`src/rtl/trigger_pkg.sv`:
```
// Shared types for the multi-channel trigger unit: FSM state and trigger-mode encodings.
package trigger_pkg;

    typedef enum logic [2:0] {
        IDLE      = 3'd0,
        WAIT_ARM  = 3'd1,
        READY     = 3'd2,
        TRIGGERED = 3'd3,
        HOLDOFF   = 3'd4
    } trig_state_t;

    typedef enum logic [1:0] {
        RISE     = 2'd0,
        FALL     = 2'd1,
        EITHER   = 2'd2,
        LEVEL_HI = 2'd3
    } trig_mode_t;

    function automatic logic edge_event(input trig_mode_t mode, input logic rise,
                                        input logic fall, input logic level);
        logic ev;
        case (mode)
            RISE:     ev = rise;
            FALL:     ev = fall;
            EITHER:   ev = rise | fall;
            default:  ev = level;
        endcase
        return ev;
    endfunction

endpackage

```
`src/rtl/trig_edge_sync.sv`:
```
// One comparator channel: metastability chain, previous-sample flop and edge outputs.
module trig_edge_sync #(
    parameter int unsigned SYNC_STAGES = 2
) (
    input  logic i_clk,
    input  logic i_rst,
    input  logic i_async,
    output logic o_rise,
    output logic o_fall,
    output logic o_level
);

    logic [SYNC_STAGES-1:0] r_sync;
    logic                   r_prev;
    logic                   w_last;

    assign w_last = r_sync[SYNC_STAGES-1];

    always_ff @(posedge i_clk) begin
        if (i_rst) begin
            r_sync <= '0;
            r_prev <= 1'b0;
        end else begin
            r_sync <= {r_sync[SYNC_STAGES-2:0], i_async};
            r_prev <= w_last;
        end
    end

    assign o_rise  = w_last & ~r_prev;
    assign o_fall  = ~w_last & r_prev;
    assign o_level = w_last;

endmodule

```
`src/rtl/trigger_unit.sv`:
```
// Multi-channel trigger: selects one synchronised comparator, arms after pre-trigger fill,
// latches a trigger (edge, level or forced) and enforces a re-arm holdoff.
module trigger_unit
    import trigger_pkg::*;
#(
    parameter int unsigned NUM_CH      = 4,
    parameter int unsigned SYNC_STAGES = 2,
    parameter int unsigned CNT_W       = 9,
    parameter int unsigned HOLDOFF_W   = 16,
    localparam int unsigned SRC_W      = (NUM_CH > 1) ? $clog2(NUM_CH) : 1
) (
    input  logic                 i_clk,
    input  logic                 i_rst,
    input  logic [NUM_CH-1:0]    i_trig_in,
    input  logic [SRC_W-1:0]     i_trig_src,
    input  logic [1:0]           i_trig_mode,
    input  logic [CNT_W-1:0]     i_trig_pos,
    input  logic [HOLDOFF_W-1:0] i_holdoff,
    input  logic                 i_trig_en,
    input  logic                 i_smpl_stb,
    input  logic                 i_force_trig,
    input  logic                 i_capture_done,
    output logic                 o_triggered,
    output logic                 o_armed,
    output logic [2:0]           o_trig_state
);

    logic [NUM_CH-1:0]    w_rise;
    logic [NUM_CH-1:0]    w_fall;
    logic [NUM_CH-1:0]    w_level;
    logic                 w_event;

    trig_state_t          r_state;
    trig_state_t          w_state_nxt;
    logic [CNT_W:0]       r_pre_cnt;
    logic [CNT_W:0]       w_pre_nxt;
    logic [CNT_W:0]       w_pre_inc;
    logic [CNT_W:0]       w_target;
    logic [HOLDOFF_W-1:0] r_hold_cnt;
    logic [HOLDOFF_W-1:0] w_hold_nxt;
    logic                 r_triggered;
    logic                 r_armed;

    for (genvar g = 0; g < NUM_CH; g++) begin : g_ch
        trig_edge_sync #(
            .SYNC_STAGES(SYNC_STAGES)
        ) u_sync (
            .i_clk  (i_clk),
            .i_rst  (i_rst),
            .i_async(i_trig_in[g]),
            .o_rise (w_rise[g]),
            .o_fall (w_fall[g]),
            .o_level(w_level[g])
        );
    end

    // Select after edge detection so switching channels never fabricates an edge.
    always_comb begin
        w_event = 1'b0;
        for (int i = 0; i < NUM_CH; i++) begin
            if (i_trig_src == SRC_W'(i)) begin
                w_event = edge_event(trig_mode_t'(i_trig_mode), w_rise[i], w_fall[i],
                                     w_level[i]);
            end
        end
    end

    // DEPTH - trig_pos; trig_pos == 0 needs a full DEPTH of strobes.
    assign w_target  = {1'b1, {CNT_W{1'b0}}} - {1'b0, i_trig_pos};
    assign w_pre_inc = r_pre_cnt + {{CNT_W{1'b0}}, i_smpl_stb};

    always_comb begin
        w_state_nxt = r_state;
        w_pre_nxt   = r_pre_cnt;
        w_hold_nxt  = r_hold_cnt;
        case (r_state)
            IDLE: begin
                w_pre_nxt = '0;
                if (i_trig_en) w_state_nxt = WAIT_ARM;
            end
            WAIT_ARM: begin
                if (!i_trig_en) begin
                    w_state_nxt = IDLE;
                    w_pre_nxt   = '0;
                end else if (i_force_trig) begin
                    w_state_nxt = TRIGGERED;
                end else begin
                    w_pre_nxt = w_pre_inc;
                    if (w_pre_inc >= w_target) w_state_nxt = READY;
                end
            end
            READY: begin
                if (!i_trig_en) begin
                    w_state_nxt = IDLE;
                    w_pre_nxt   = '0;
                end else if (w_event || i_force_trig) begin
                    w_state_nxt = TRIGGERED;
                end
            end
            TRIGGERED: begin
                if (i_capture_done) begin
                    w_pre_nxt = '0;
                    if (i_holdoff == '0) begin
                        w_state_nxt = i_trig_en ? WAIT_ARM : IDLE;
                    end else begin
                        w_state_nxt = HOLDOFF;
                        w_hold_nxt  = i_holdoff;
                    end
                end
            end
            HOLDOFF: begin
                if (!i_trig_en || r_hold_cnt <= HOLDOFF_W'(1)) begin
                    w_state_nxt = i_trig_en ? WAIT_ARM : IDLE;
                    w_hold_nxt  = '0;
                    w_pre_nxt   = '0;
                end else begin
                    w_hold_nxt = r_hold_cnt - HOLDOFF_W'(1);
                end
            end
            default: begin
                w_state_nxt = IDLE;
                w_pre_nxt   = '0;
                w_hold_nxt  = '0;
            end
        endcase
    end

    always_ff @(posedge i_clk) begin
        if (i_rst) begin
            r_state     <= IDLE;
            r_pre_cnt   <= '0;
            r_hold_cnt  <= '0;
            r_triggered <= 1'b0;
            r_armed     <= 1'b0;
        end else begin
            r_state     <= w_state_nxt;
            r_pre_cnt   <= w_pre_nxt;
            r_hold_cnt  <= w_hold_nxt;
            r_triggered <= (w_state_nxt == TRIGGERED);
            r_armed     <= (w_state_nxt == READY);
        end
    end

    assign o_triggered  = r_triggered;
    assign o_armed      = r_armed;
    assign o_trig_state = r_state;

endmodule
```
`config.mk`:
```
export PLATFORM = sky130hd
export DESIGN_NAME = trigger_unit
export DESIGN_NICKNAME = d
export VERILOG_FILES = /design/src/rtl/trigger_pkg.sv /design/src/rtl/trig_edge_sync.sv /design/src/rtl/trigger_unit.sv
export SDC_FILE = /design/constraint.sdc
export NUM_CORES = 1
export LEC_CHECK = 0
export ABC_CLOCK_PERIOD_IN_PS = 4700
export CORE_UTILIZATION = 58
export CTS_CLUSTER_SIZE = 24
export DETAILED_ROUTE_END_ITERATION = 8
export PLACE_DENSITY = 0.85
export SLEW_MARGIN = 20
export SYNTH_ARGS = -nofsm -noshare
export SYNTH_HDL_FRONTEND = slang
export SYNTH_SLANG_ARGS = --single-unit
export TNS_END_PERCENT = 20
```
`constraint.sdc`:
```
create_clock -name i_clk -period 4.7 [get_ports i_clk]
set_input_delay 0.94 -clock i_clk [delete_from_list [all_inputs] [get_ports i_clk]]
set_output_delay 0.94 -clock i_clk [all_outputs]
set_load 0.02 [all_outputs]
```
-- Word level (Yosys, flattened, before mapping)
Index checks and enable logic that the tools add are counted.
- logic and storage cells: 94
- output and inout bits: 5
- bits of input ports: 39
- flip-flop bits (word level): 43
- add/subtract/negate cells: 3
- magnitude comparators: 2
- bitwise operators: 21
- reductions and logical operators: 10
- muxes and demuxes: 29
- eq/ne operators: 16
- operator list (operator ; number):
    10-bit 2-to-1 mux ; 5
    16-bit 2-to-1 mux ; 3
    16-bit one-hot mux with 3 select lines ; 1
    10-bit one-hot mux with 4 select lines ; 1
    3-bit 2-to-1 mux ; 9
    16-bit by 1-bit less-or-equal comparator with 1-bit output, second input constant ; 1
    16-bit logical NOT ; 1
    16-bit by 1-bit subtractor with 16-bit output, second input constant ; 1
    3-bit one-hot mux with 5 select lines ; 1
    3-bit by 2-bit equality test with 1-bit output, second input constant ; 4
    1-bit one-hot mux with 3 select lines ; 4
    10-bit by 1-bit adder with 10-bit output ; 1
    10-bit greater-or-equal comparator ; 1
    10-bit by 9-bit subtractor with 10-bit output, first input constant ; 1
    1-bit NOT ; 9
    1-bit AND ; 8
    2-bit inequality test, second input constant ; 4
    2-bit equality test, second input constant ; 3
    1-bit 2-to-1 mux ; 5
    2-bit by 1-bit equality test with 1-bit output, second input constant ; 2
    2-bit logical NOT ; 2
    1-bit bitwise OR ; 4
    4-bit AND reduction ; 1
    3-bit by 1-bit equality test with 1-bit output, second input constant ; 1
    other kinds (7) ; 8

-- Logic depth before layout (Yosys ltp)
Gate-level depths: netlist of the first run.
- depth after elaboration: 13
- mapped depth: 13
- depth with buffers taken out: 13

-- Modules after synthesis
From an unflattened synthesis of the first run, not the netlist that was laid out.
- cells, all modules: 341
- area total of the unflattened synthesis: 2717.6 um^2
- by module, submodules not included (module ; cells an instance ; sequential area each (um^2) ; area each (um^2) ; times used):
    trigger_unit ; 309 ; 620.6 ; 2352.3 ; 1
    trig_edge_sync ; 8 ; 60.1 ; 91.3 ; 4

-- Worst setup path after synthesis of the first run
Ideal clock, no wire load.
- path type: input-to-reg
- from: input port i_trig_pos[5]
- to: register r_armed (netlist: o_armed)
- buffers on the path: 0
- data required time: 4.640 ns
- arrival: 2.998 ns
- library setup time: 0.060 ns
- stages: 11
- setup slack: 1.642 ns
- cell sequence: nor4_1 > nor2b_1 > nand2_1 > or3_1 > ha_1 > o21a_1 > nor2_1 > o311ai_0 > a21oi_1 > a31oi_1 > o2111a_1
- cells in the longest elaborated chain, start to end: 7
- ends and longest elaborated chain (what ; RTL line ; text):
    start: declaration ; trigger_unit.sv:17 ; input logic [CNT_W-1:0] i_trig_pos,
    10-bit by 9-bit subtractor with 10-bit output ; trigger_unit.sv:69 ; assign w_target = {1'b1, {CNT_W{1'b0}}} - {1'b0, i_trig_pos};
    10-bit greater-or-equal comparator ; trigger_unit.sv:89 ; if (w_pre_inc >= w_target) w_state_nxt = READY;
    3-bit 2-to-1 mux ; trigger_unit.sv:89 ;
    3-bit 2-to-1 mux ; trigger_unit.sv:85 ; end else if (i_force_trig) begin
    3-bit 2-to-1 mux ; trigger_unit.sv:82 ; if (!i_trig_en) begin
    3-bit one-hot mux with 5 select lines ; trigger_unit.sv:76 ; case (r_state)
    3-bit by 2-bit equality test with 1-bit output ; trigger_unit.sv:140 ; r_armed <= (w_state_nxt == READY);
    end signal: assignment ; trigger_unit.sv:140 ;
    end: declaration ; trigger_unit.sv:42 ; logic r_armed;
Every way passes these cells.
A chain may end at the register's enable or synchronous reset.

-- Worst setup path after layout of the first run
- from: input port i_trig_pos[3]
- to: register r_armed (netlist: o_armed)
The elaborated chain is that of the path after synthesis.

==> results of run 1 <==
-- through the flow --
step	total power (µW)	instances	setup slack, ns
2_1_floorplan	421.8	345	1.642
3_3_place_gp	470.6	449	1.034
3_5_place_dp	474.8	449	0.8501
4_1_cts	767.2	457	1.156
5_1_grt	785.7	457	0.8867
6_report	761.0	457	1.147
-- flip-flops by register name, indices dropped and copies added, names as in the netlist --
name and count:
r_hold_cnt 16, o_triggered 1, g_ch.u_sync.r_sync 8, g_ch.u_sync.r_prev 4, o_armed 1, o_trig_state 3, r_pre_cnt 10
-- Yosys cell counts (all sizes together) (2+ instances only) --
cell type,instances
a211o,2
a21boi,2
a21oi,28
a22oi,8
a31oi,3
a32oi,2
buf,2
clkbuf,7
dfxtp,43
ha,23
inv,27
mux4,3
nand2,30
nand2b,5
nand3,15
nand3b,2
nand4,2
nor2,27
nor2b,12
nor3,11
nor3b,2
nor4,11
o211ai,5
o21a,4
o21ai,27
or2,2
or3,7
xnor2,7
xor2,9
-- area by class of cell --
type,count,share of cell area
Inverter,27,0.02942
Multi-Input combinational cell,266,0.5321
Clock inverter,3,0.01271
Sequential cell,43,0.2499
Tap cell,67,0.02434
Timing Repair Buffer,46,0.1315
Clock buffer,5,0.01998
-- power by group through the flow --
| stage | combinational [µW] | clock [µW] | sequential (µW) |
|---|---|---|---|
| global route | 103 | 310 | 373 |
| floorplan | 40.7 | 0 | 381 |
| CTS | 94.4 | 300 | 372 |
| finish | 93.9 | 295 | 373 |
| global placement | 89.8 | 0 | 381 |
| detailed placement | 93.8 | 0 | 381 |
-- per-layer routing --
| metal | wire (µm) | vias up | track usage |
|---|---|---|---|
| met1 | 3004 | 1241 | 0.3484 |
| met4 | 109 | 0 | 0.09804 |
| met3 | 374 | 11 | 0.04782 |
| li1 | - | 1330 | - |
| met5 | 0 | - | 0 |
| met2 | 3187 | 83 | 0.4455 |
-- final timing paths --
check | from | to | slack (ns) | depth (start not counted)
worst min register to register | g_ch[2].u_sync.r_sync[0] | g_ch[2].u_sync.r_sync[1] | 0.45 | 1
worst max-delay path | i_trig_pos[3] | o_armed | 1.15 | 12
worst min-delay path | g_ch[2].u_sync.r_sync[0] | g_ch[2].u_sync.r_sync[1] | 0.45 | 1
worst max register to register | r_pre_cnt[0] | o_armed | 1.96 | 12
-- cells in the final DEF (no fill, tap or decap), drive strengths merged, types with 12 or more instances in the layout --
master	netlist	final
dfxtp	43	43
clkdlybuf4s50	0	43
nand2	30	30
a21oi	28	28
inv	27	27
o21ai	27	27
nor2	27	27
ha	23	23
nand3	15	15
nor2b	12	12
-- cells by family (layout without fill, tap and decap cells) --
| logic type | Yosys count | count (layout) |
|---|---|---|
| buffers and inverters | 36 | 81 |
| flip-flops | 43 | 43 |
| adder cells (fa/ha/maj) | 23 | 23 |
| AO/OA/AOI/OAI | 91 | 91 |
| multiplexers | 5 | 5 |
| AND/OR/NAND/NOR | 131 | 131 |
| XOR/XNOR | 16 | 16 |
==> impl_metrics.toml, run 1 <==
[grt]
grt_remaining_overflow = 0
grt_pass1_wl_mm = 10.83
grt_pass1_vias = 2445
track_usage = 0.2682
antenna_found_initial = 0
grt_max_degree = 30

[cts]
clkLatencyLatePin_ns = 0.31
cts_tree = "done"
cts_root_buffer = "clkbuf_8"
cts_hold_buffers = 0
cts_buffer_depth = 2
cts-resized-gates = 0
post_cts_buffers = 0
htreeDepth = 2
path_clk_slew_ns = 0.09
cts.sinks = 43
numCtsBuffers = 5

[place]
io_buffer_count = 43
place_area_um2 = 3332
dpl.hpwl_mm = 5.039
gp_congestion = 0.8286

[route]
drcViolationCount = 0
vias = 2665
dr.first_iter.drc_count = 207
ant_nets = 0
first_pass_iters = 4
wirelength_mm = 6.675
post_drt_via_cell_ratio = 5.832
wl_per_cell_um = 14.61

[synthesis]
ys.flop_type = "dfxtp_1"
synth_top_family_by_area = "simple AND/OR/NAND/NOR gates"
yosys.area_share.simple = 0.2533
synthXorXnorAreaFrac = 0.04951
ys_ff_latch = 43
synth-async-reset-ratio = 0
avgSynthCellArea_um2 = 8.204
syn_area_um2 = 2830
synth_compound_area_frac = 0.2095
synth_top_cell_area_share = 0.3042
synth_edf_count = 0
synthMuxAreaShare = 0.03139
ys_seq_area_frac = 0.3042
syn-num-nets = 407
synthDistinctLibCells = 56
yosys.area_share.adder = 0.1017
synthCells = 345
synth_area_leaders = "dfxtp_1 (30%), ha_1 (10%), a21oi_1 (4.8%), o21ai_0 (4.6%), nand2_1 (4.0%)"
yosys_warnings = 0
yosysTopAreaCell = "dfxtp_1"

[floorplanning]
core-area_um2 = 4723
die_area_um2 = 5163
start_util = 0.5992
ios = 44
placementRows = 25
fp.dieH_um = 71.86
die_w_um = 71.86

[timing]
setup_tns_ns = 0
rsz0062_at_grt = "false"
max_freq_mhz = 281.4
tightest_slew_ns = 1.013
finClkSkew_ns = 0.01162
finalSetupViolCount = 0
relSlewSlack = 0.3216
slew_violations = 0
min_period_ns = 3.553
finalHoldViolCount = 0
holdWs_ns = 0.4511
fin_crit_sh = 0.7560

[power]
power.internal_uw = 578.8
combPwrFrac = 0.123
switchingPower_uw = 182.2
clockPowerShare = 0.387
p_seq_frac = 0.490
ir_drop_uv = 153.1
switching_share = 0.2394
p_per_area_nw_per_um2 = 220.9
p_leak_uw = 0.001360

[setup_path]
crit_type = "primary input to flip-flop"
crit_arrival_ns = 3.80
path_delay_family = "compound AO/OA/AOI/OAI gates"
critPathCaptureType = "flip-flop"
cp_max_fo = 3
critical-path-slowest-cell = "clkdlybuf4s50_1"
crit_chain = "clkdlybuf4s50_1, nor4_1, nor2b_1, nand2_1, or3_1, ha_1, o21a_1, nor2_1, o311ai_0, a21oi_1, a31oi_1, o2111a_1"
slowest_delay_ns = 0.47
critPathRequiredTime_ns = 4.95
path_buf_inv = 1
startpoint_type = "primary input"

[hold_path]
worstHoldPathType = "flip-flop to flip-flop"

[flow_run]
cap_viol_max_count = 0

[final_layout]
fill_cells = 384
regArea_um2 = 860.8
multiInputGateArea_um2 = 1833
diodes = 0
final_cell_area_um2 = 3445
final_nets = 451
fin_util = 0.7293
syn_to_final_growth_pct = 21.71
drive_gt1_frac = 0.07692

[run_status]
outcome = "finished clean"
(Power assumes the default switching activity.)
==> run 2: changes to the inputs <==
--- a/config.mk
+++ b/config.mk
@@ -5,11 +5,11 @@
 export SDC_FILE = /design/constraint.sdc
 export NUM_CORES = 1
 export LEC_CHECK = 0
-export ABC_CLOCK_PERIOD_IN_PS = 4700
-export CORE_UTILIZATION = 58
+export ABC_CLOCK_PERIOD_IN_PS = 3000
+export CORE_UTILIZATION = 49
 export CTS_CLUSTER_SIZE = 24
 export DETAILED_ROUTE_END_ITERATION = 8
-export PLACE_DENSITY = 0.85
+export PLACE_DENSITY = 0.77
 export SLEW_MARGIN = 20
 export SYNTH_ARGS = -nofsm -noshare
 export SYNTH_HDL_FRONTEND = slang
==> constraint.sdc (replaced) <==
create_clock -name i_clk -period 3 [get_ports i_clk]
set_input_delay 0.6 -clock i_clk [delete_from_list [all_inputs] [get_ports i_clk]]
set_output_delay 0.6 -clock i_clk [all_outputs]
set_load 0.02 [all_outputs]
==> run 2 against run 1 <==
Net effect:
- worst setup slack got worse by 0.84 ns
- largest power group unchanged
- count of clock-buffer cells in the layout increased by 1
- core utilization is 6.5 points lower
- sequential share of layout area fell by 1.6 points
- critical endpoint is now o_triggered
- flip-flop and latch count stayed put
- register-to-register slack worse by 1.5 ns
- largest cell class unchanged
==> impl_metrics.toml, run 2 (synthesis gave the netlist of run 1 again) <==
[run_status]
outcome = "finished clean"

[final_layout]
fill_cells = 488
final_nets = 469
largest_register = "r_hold_cnt"
drive_gt1_frac = 0.1425
final_common_cell = "dfxtp_1"
reg.largest.list = "r_hold_cnt (16), r_pre_cnt (10), g_ch.u_sync.r_sync (8)"
syn_to_final_growth_pct = 30.11
largest_register_ffs = 16
layoutNonFillerInstCount = 479
final_cell_mix = "dfxtp_1 (43), clkdlybuf4s50_1 (38), nand2_1 (30)"
diodes = 0

[cts]
numCtsBuffers = 5
path_clk_slew_ns = 0.08
cts_buffer_depth = 2
cts_hold_buffers = 0
cts_tree = "done"
cts.sinks = 43
htreeDepth = 2
clkLatencyLatePin_ns = 0.29
cts_root_buffer = "clkbuf_8"

[setup_path]
critical-path-slowest-cell = "clkdlybuf4s50_1"
path_delay_family = "compound AO/OA/AOI/OAI gates"
crit_chain = "clkdlybuf4s50_1, inv_1, ha_1, xor2_1, ha_1, o211ai_1, a21oi_1, o41ai_1, buf_4, a21oi_1, o21a_1, a21boi_1"
cp_max_fo = 4
endpoint = "o_triggered"
slowest_delay_ns = 0.52
crit_arrival_ns = 2.87
reg2reg_from = "r_pre_cnt[0]"
reg2reg_to = "o_triggered"
path_buf_inv = 3
cp.depth = 12
critPathRequiredTime_ns = 3.18
r2r_slack_ns = 0.47
critPathCaptureType = "flip-flop"
timing.reg2reg.worst_path_depth = 12
critPathLaunch = "i_trig_pos[0]"
startpoint_type = "primary input"
crit_type = "primary input to flip-flop"

[power]
p_leak_uw = 0.001483
ir_drop_uv = 212.7
p_per_area_nw_per_um2 = 320.2
total_power_uw = 1179

[timing]
finalHoldViolCount = 0
fin_crit_sh = 0.8975
fin_ws_ns = 0.3075
max_freq_mhz = 371.4
tightest_slew_ns = 0.6335
finalSetupViolCount = 0
min_period_ns = 2.693
finClkSkew_ns = 0.005515
slew_violations = 0
relSlewSlack = 0.5732
holdWs_ns = 0.4455
rsz0062_at_grt = "false"

[floorplanning]
fp.dieH_um = 78
ios = 44
placementRows = 27
core-area_um2 = 5540
die_area_um2 = 6084
start_util = 0.5108
die_w_um = 78

[place]
place_ws_ns = -0.4446
io_buffer_count = 43
dp.cells = 470
dpl.hpwl_mm = 4.848
gp_congestion = 0.8316

[grt]
grt_pass1_vias = 2477
antenna_found_initial = 0
grt_remaining_overflow = 0
grt_pass1_wl_mm = 11.05
track_usage = 0.2280
grt_max_degree = 24

[route]
ant_nets = 0
drcViolationCount = 0
wl_per_cell_um = 13.92
wirelength_mm = 6.669
post_drt_via_cell_ratio = 5.660
vias = 2711
first_pass_iters = 5
dr.first_iter.drc_count = 179

[hold_path]
min-delay-start = "g_ch[2].u_sync.r_sync[0]"
worstHoldPathType = "flip-flop to flip-flop"

[flow_run]
cap_viol_max_count = 0
## run 2: cell count changes in the layout (fill, tap and decap cells not counted), sizes merged
cell | before | now
buf | 3 | 21
dlymetal6s2s | 0 | 5
clkdlybuf4s50 | 43 | 38
clkinv | 2 | 0
clkbuf | 5 | 6
## run 2: what timing repair did
action                                  CTS  global route
pin swaps                                 2             9
endpoints found under the setup margin    3             4
setup buffers                             1             1
resized for setup                         5            19
hold endpoints to repair                  0             0
## run 2: area by class of cell
cell class	instances	area [µm²]	share of cell area
multi-input cells	266	1927	0.5233
flip-flops and latches	43	860.8	0.2338
repair buffers	64	600.6	0.1631
inverters	27	101.3	0.02752
well taps	72	90.09	0.02446
clock buffers	6	72.57	0.01971
clock inverters	1	30.03	0.008155
## run 2: through the flow
| stage | instance area [µm²] | util | setup TNS, ns |
|---|---|---|---|
| 2_1_floorplan | 2830 | - | 0 |
| 3_3_place_gp | 3458 | 0.6242 | -0.9329 |
| 3_5_place_dp | 3458 | 0.6242 | -1.440 |
| 4_1_cts | 3582 | 0.6466 | 0 |
| 5_1_grt | 3682 | 0.6646 | 0 |
| 6_report | 3682 | 0.6646 | 0 |
## run 2: worst register-to-register path: stages (launching register included)
cell	delay, ns
dfxtp_1	0.38
ha_4	0.17
nand3_2	0.13
buf_4	0.18
xnor2_1	0.23
ha_1	0.29
o211ai_1	0.09
a21oi_1	0.07
o41ai_1	0.31
buf_4	0.18
a21oi_1	0.06
o21a_1	0.19
a21boi_1	0.13
## run 2: worst min path at each step
stage,end,slack (ns),depth (start not counted)
finish,g_ch[2].u_sync.r_sync[1],0.45,1
global route,g_ch[2].u_sync.r_sync[1],0.46,1
CTS,g_ch[2].u_sync.r_sync[1],0.45,1
detailed placement,g_ch[1].u_sync.r_sync[1],0.43,1
global placement,g_ch[1].u_sync.r_sync[1],0.43,1
floorplan,g_ch[0].u_sync.r_sync[1],0.41,1
## run 2: power breakdown
| group | total (µW) | internal (µW) | switching (µW) | leakage (µW) |
|---|---|---|---|---|
| Clock | 440 | 244 | 196 | 0.0000513 |
| Sequential | 584 | 578 | 5.50 | 0.000349 |
| Combinational | 155 | 88.1 | 67.3 | 0.00108 |
## run 2: layer usage
metal	GRT usage	share of wire	up-vias
met1	0.3046	0.47	1243
met4	0.06852	0.016	0
met2	0.3752	0.46	97
li1	-	-	1361
met3	0.03882	0.058	10
met5	0	0	-
